`src/rtl/spi_seq_pkg.sv`:
```
// Shared definitions for the SPI command sequencer: table entry layout,
// FIFO word header format and the sequencer state encoding.
package spi_seq_pkg;

  localparam int ENTRY_W  = 26;
  localparam int CPHA_B   = 25;
  localparam int CPOL_B   = 24;
  localparam int SS_LSB   = 16;
  localparam int DATA_LSB = 0;

  localparam logic [5:0] HDR_PAD = 6'b000000;

  typedef enum logic [1:0] {
    S_IDLE,
    S_FETCH,
    S_WRITE,
    S_GAP
  } state_t;

  // Data goes in the upper half because the FIFO presents that half first.
  function automatic logic [31:0] fmt_word(input logic [ENTRY_W-1:0] e);
    return {e[DATA_LSB +: 16], HDR_PAD, e[CPHA_B], e[CPOL_B], e[SS_LSB +: 8]};
  endfunction

endpackage

```
`src/rtl/spi_seq_tbl.sv`:
```
// Transaction table: simple dual-port RAM, host write port and a registered
// read port. No reset so it can map onto block or distributed RAM.
module spi_seq_tbl
  import spi_seq_pkg::*;
#(
  parameter int AW = 6
) (
  input  logic               i_clk,
  input  logic               i_wr_en,
  input  logic [AW-1:0]      i_wr_addr,
  input  logic [ENTRY_W-1:0] i_wr_data,
  input  logic [AW-1:0]      i_rd_addr,
  output logic [ENTRY_W-1:0] o_rd_data
);

  logic [ENTRY_W-1:0] r_mem [2**AW];

  always_ff @(posedge i_clk) begin
    if (i_wr_en) begin
      r_mem[i_wr_addr] <= i_wr_data;
    end
    o_rd_data <= r_mem[i_rd_addr];
  end

endmodule

```
`src/rtl/spi_cmd_sequencer.sv`:
```
// Replays a host-loaded table of SPI transactions into the SPI master's
// command FIFO, honouring FIFO full, with optional inter-write gap and looping.
//
// state   | meaning
// S_IDLE  | waiting for start
// S_FETCH | table address presented, read data valid next cycle
// S_WRITE | push formatted word unless FIFO full
// S_GAP   | idle spacing after a write, end-of-pass decision
module spi_cmd_sequencer
  import spi_seq_pkg::*;
#(
  parameter int AW         = 6,
  parameter int GAP_CYCLES = 0
) (
  input  logic               i_clk,
  input  logic               i_rst_n,
  input  logic               i_tbl_wr_en,
  input  logic [AW-1:0]      i_tbl_addr,
  input  logic [ENTRY_W-1:0] i_tbl_data,
  input  logic [AW:0]        i_seq_len,
  input  logic               i_start,
  input  logic               i_abort,
  input  logic               i_loop,
  input  logic               i_fifo_full,
  output logic               o_fifo_wr_en,
  output logic [31:0]        o_fifo_wr_data,
  output logic               o_busy,
  output logic               o_done,
  output logic [AW-1:0]      o_cur_idx
);

  localparam logic [15:0] GAP_LOAD = (GAP_CYCLES > 0) ? 16'(GAP_CYCLES - 1) : 16'd0;

  state_t             r_state;
  logic [AW:0]        r_len;
  logic [AW-1:0]      r_idx;
  logic [15:0]        r_gap_cnt;
  logic [ENTRY_W-1:0] w_rd_data;
  logic               w_last;
  logic               w_tbl_we;

  assign w_last    = ({1'b0, r_idx} == (r_len - 1'b1));
  assign w_tbl_we  = i_tbl_wr_en & ~o_busy;
  assign o_cur_idx = r_idx;

  spi_seq_tbl #(.AW(AW)) u_tbl (
    .i_clk     (i_clk),
    .i_wr_en   (w_tbl_we),
    .i_wr_addr (i_tbl_addr),
    .i_wr_data (i_tbl_data),
    .i_rd_addr (r_idx),
    .o_rd_data (w_rd_data)
  );

  always_ff @(posedge i_clk or negedge i_rst_n) begin
    if (!i_rst_n) begin
      r_state        <= S_IDLE;
      r_len          <= '0;
      r_idx          <= '0;
      r_gap_cnt      <= '0;
      o_fifo_wr_en   <= 1'b0;
      o_fifo_wr_data <= '0;
      o_busy         <= 1'b0;
      o_done         <= 1'b0;
    end else begin
      o_fifo_wr_en <= 1'b0;
      o_done       <= 1'b0;
      if (i_abort) begin
        r_state <= S_IDLE;
        o_busy  <= 1'b0;
      end else begin
        case (r_state)
          S_IDLE: begin
            if (i_start) begin
              if (i_seq_len != '0) begin
                r_len   <= i_seq_len;
                r_idx   <= '0;
                r_state <= S_FETCH;
                o_busy  <= 1'b1;
              end else begin
                o_done <= 1'b1;
              end
            end
          end
          S_FETCH: r_state <= S_WRITE;
          S_WRITE: begin
            if (!i_fifo_full) begin
              o_fifo_wr_en   <= 1'b1;
              o_fifo_wr_data <= fmt_word(w_rd_data);
              // A finishing pass always takes one GAP cycle so done trails the last write.
              if ((GAP_CYCLES > 0) || (w_last && !i_loop)) begin
                r_gap_cnt <= GAP_LOAD;
                r_state   <= S_GAP;
              end else begin
                r_idx   <= w_last ? '0 : r_idx + 1'b1;
                r_state <= S_FETCH;
              end
            end
          end
          S_GAP: begin
            if (r_gap_cnt != '0) begin
              r_gap_cnt <= r_gap_cnt - 1'b1;
            end else if (!w_last) begin
              r_idx   <= r_idx + 1'b1;
              r_state <= S_FETCH;
            end else if (i_loop) begin
              r_idx   <= '0;
              r_state <= S_FETCH;
            end else begin
              r_state <= S_IDLE;
              o_busy  <= 1'b0;
              o_done  <= 1'b1;
            end
          end
          default: r_state <= S_IDLE;
        endcase
      end
    end
  end

endmodule

```
`config.mk`:
```
export PLATFORM = sky130hd
export DESIGN_NAME = spi_cmd_sequencer
export DESIGN_NICKNAME = d
export VERILOG_FILES = /design/src/rtl/spi_seq_pkg.sv /design/src/rtl/spi_seq_tbl.sv /design/src/rtl/spi_cmd_sequencer.sv
export SDC_FILE = /design/constraint.sdc
export NUM_CORES = 2
export LEC_CHECK = 0
export ABC_AREA = 1
export BUFFER_PORTS_ARGS = -buffer_cell sky130_fd_sc_hd__buf_2
export CELL_PAD_IN_SITES_DETAIL_PLACEMENT = 0
export CELL_PAD_IN_SITES_GLOBAL_PLACEMENT = 1
export CORE_MARGIN = 10
export CORE_UTILIZATION = 50
export CTS_CLUSTER_SIZE = 14
export DETAILED_ROUTE_END_ITERATION = 8
export PLACE_DENSITY_LB_ADDON = 0.15
export SYNTH_ARGS = -nofsm -noshare
export SYNTH_HDL_FRONTEND = slang
export SYNTH_SLANG_ARGS = --single-unit
```
`constraint.sdc`:
```
create_clock -name i_clk -period 4.95 [get_ports i_clk]
set_clock_uncertainty 0.05 [all_clocks]
set_input_delay 0.7425 -clock i_clk [delete_from_list [all_inputs] [get_ports i_clk]]
set_output_delay 0.7425 -clock i_clk [all_outputs]
set_load 0.02 [all_outputs]
```
==> key figures <==
Outcome
  • Status: completed

Critical path
  • Crit path arrival time: roughly 4.4 ns
  • Critical path class: reg2reg
  • Largest stage delay, worst path: approximately 0.90 ns
  • FF-to-FF setup slack: 1.25 ns
  • Crit-path cells: buf_4 -> buf_4 -> o21ai_0 -> o22ai_1 -> nand2_1 -> nand2_1 -> nand3_1 -> nand2_1 -> nand2_1 -> nand2_1
  • Critical Path Start Type: flop
  • Reg2Reg Depth: 10
  • Slowest stage cell, crit path: dfrtp_4
  • Reg2reg start: o_cur_idx[1]
  • Crit path to: u_tbl.o_rd_data[17]
  • CP max FO: 52
  • Setup crit end kind: flop
  • Critical R2R Capture: u_tbl.o_rd_data[17]
  • CP required: 5.63 ns
  • Crit path from: o_cur_idx[1]
  • Crit-path most repeated cell: nand2_1

Clock tree
  • CTS Sinks: 1,750
  • Clock transition at path regs: 0.06 ns
  • TritonCTS clock tree: built
  • TritonCTS buffer count: approximately 180
  • Clock root cell: clkbuf_16
  • # resized after CTS: 0
  • Htree depth: 4
  • Clk buf depth: 3
  • Clk Latency, worst-skew pair: 0.80 ns

Timing
  • Final setup viols: 0
  • Final Slew Violations: 0
  • Final setup margin: between 1 and 1.5 ns
  • Final Hold Viols: 0
  • RSZ-0062 raised after global routing: no
  • Post-route minimum period: ~3.7 ns
  • Worst Tran Pin Value: 1.17 ns
  • Final setup TNS: 0 ns
  • Tcrit/Tclk final: between 70% and 80%
  • Rel. slew slack: between 20% and 30%
  • Fmax: around 0.27 GHz

Place
  • # port buffers: 80
  • Dpl ws: around 1.3 ns
  • Hpwl dp: between 100,000 and 150,000 microns
  • Gpl congestion: around 0.84
  • Placed Area: around 73,000 sq um

Global routing
  • Grt ovf: 0
  • GRT Util Overall: a little over a quarter
  • Global-route wire length before repair: between 200,000 and 300,000 microns
  • Initial antenna violation count: 14
  • Vias in the first global route: around 42,000
  • Largest net degree at the start of global routing: between 200 and 250

Power and ir drop
  • Final Power: 35.7 mW
  • Worst vdd ir: 0.360 mV
  • Total power divided by cell area: 455 nW/um^2
  • Static Leak: 28.3 nW

Drt
  • DRC Markers: 0
  • DR iter-0 viols: between 5,000 and 6,000
  • Total wire length: ~210,000 microns
  • TritonRoute pass-1 iters: 6
  • Routed Antenna Nets: 0
  • Wire per inst: approximately 26 microns
  • Total number of vias: 46,091
  • Vias/cell: between 5 and 6

Floorplan
  • I/O pin count: 87
  • Die extent in x: about 400 microns
  • Row cnt: about 140
  • Initial Util: between 50% and 60%
  • Core Box Area: about 140,000 sq um
  • Die ar.: 155,000 sq um
  • Chip height: 394 microns

Synth
  • Largest area contributor in the netlist: edfxtp_1
  • Number of library cell types mapped by synthesis: 35
  • Post-synthesis sequential area ratio: between 70% and 80%
  • Yosys warning count: 0
  • Cell Area, Synth: around 70,000 sq um
  • Avg Cell Area, Syn: approximately 12 sq um
  • Mapped Cells: about 5,900
  • Area contributors post-synth: edfxtp_1, nand2_1, nor2_1
  • Top-area cell type share of the netlist area: 71.4%
  • FF+latch count, synth: 1,750

Cells and area
  • FILL cells: between 10,000 and 15,000
  • FF+latch area: around 52,000 sq um
  • Final instance area: between 70,000 and 80,000 sq um
  • Ratio of cells with drive above 1 in the final layout: 9.09%
  • Synthesis-to-layout area growth: 12.0%
  • Fin nets: between 5,000 and 6,000
  • Multi-input logic area: roughly 16,000 sq um

Min path
  • Min-delay worst type: in2reg

Job
  • MaxCap Viol Count: 0
-- kinds of logic after synthesis --
family | count (synthesis) | share of synthesized area, %
compound gates | 1154 | 8.62
xor+xnor | 17 | 0.213
fa+ha+maj | 8 | 0.143
buf+inv | 507 | 3.11
flops | 1750 | 74.3
mux | 1 | 0.0161
other cells | 1 | 0.00536
simple gates | 2422 | 13.6
-- worst min-delay path by stage --
stage                     cells past startpoint                start                 to  slack (ns)
final                                         2         i_seq_len[4]           r_len[4]        0.15
after global placement                        2    o_fifo_wr_data[8]  o_fifo_wr_data[8]        0.40
after global routing                          2         i_seq_len[4]           r_len[4]        0.13
after floorplan                               2  u_tbl.o_rd_data[16]  o_fifo_wr_data[0]        0.36
after CTS                                     2         i_seq_len[4]           r_len[4]        0.11
after detailed placement                      2    o_fifo_wr_data[8]  o_fifo_wr_data[8]        0.40
-- state kept, by name, summed over array words and instances, names as in the netlist --
register / count
o_fifo_wr_en: 1
r_state: 2
u_tbl.o_rd_data: 26
u_tbl.r_mem: 1664
r_len: 7
o_fifo_wr_data: 26
o_cur_idx: 6
r_gap_cnt: 16
o_busy: 1
o_done: 1
-- worst max-delay path, delay by kind of cell (launching register included) --
kind                   cells  cell delay (ns)
flip-flops                 1             0.90
AO/OA/AOI/OAI              2             0.55
AND/OR/NAND/NOR            6             0.77
buffers and inverters      2             1.26
-- layer usage --
layer	share of wire, %	GRT usage (%)
met5	0.028	0
met4	2.8	7.81
met3	11	7.29
met2	43	37.6
met1	43	38.4
-- placed cells by master (no fill, tap or decap), types with 21 or more instances in the layout --
cell type	n
edfxtp_1	1664
nand2_1	1479
nor2_1	586
o21ai_0	453
a21oi_1	421
o22ai_1	208
clkbuf_16	185
nand3_1	145
inv_1	140
buf_4	115
nor3_1	114
buf_2	80
o21ai_1	72
dfrtp_1	56
clkinv_1	43
clkbuf_1	36
nor2_2	34
nor2_4	33
clkinv_2	31
dfxtp_1	26
nand4_1	21
-- area by class of cell --
type | count | area share (%)
tap | 1876 | 3.00
clock inverter | 92 | 0.832
clock buffer | 233 | 6.29
inverter | 152 | 0.781
timing repair buffer | 214 | 2.09
multi-input combinational | 3608 | 20.7
sequential | 1750 | 66.4
antenna | 2 | 0.00639
-- stage by stage --
step | hold slack [ns] | utilization (%) | std cells
final | 0.152 | 56.2 | 7927
after detailed placement | 0.405 | 52.2 | 7599
after global placement | 0.402 | 52.2 | 7599
after CTS | 0.106 | 56.2 | 7925
after floorplan | 0.360 | - | 5865
after global routing | 0.135 | 56.2 | 7925
-- where the power goes --
part	total, mW	leakage, nW	switching, mW	internal [mW]
clock	12.9	2.73	5.54	7.39
sequential	17.2	16.0	0.589	16.6
combinational	5.57	9.65	3.97	1.60
-- cells in the mapped netlist --
cell / n
nor3_2: 1
or2_2: 1
buf_4: 13
nand3b_1: 2
xor2_1: 8
edfxtp_1: 1664
xnor2_1: 9
nand2_2: 1
mux2_2: 1
nor2_1: 650
buf_1: 19
nor2_2: 3
nand2_1: 1480
dfrtp_1: 60
inv_4: 1
ha_1: 8
clkinv_1: 3
o21ai_0: 453
buf_6: 6
nor3_1: 114
dfxtp_1: 26
o22ai_1: 208
clkinv_2: 1
nand3_1: 145
a21oi_1: 421
inv_2: 7
conb_1: 1
nand3_4: 1
nand4_1: 21
o21ai_1: 72
and2_1: 1
clkbuf_1: 176
inv_1: 140
buf_2: 141
nand2_4: 2
-- what timing repair did --
item	4_1_cts	5_1_grt
setup buffers	0	0
hold buffers	1	0
endpoints found under the hold margin	25	0
No activity file was read; power rests on OpenSTA's default activity.
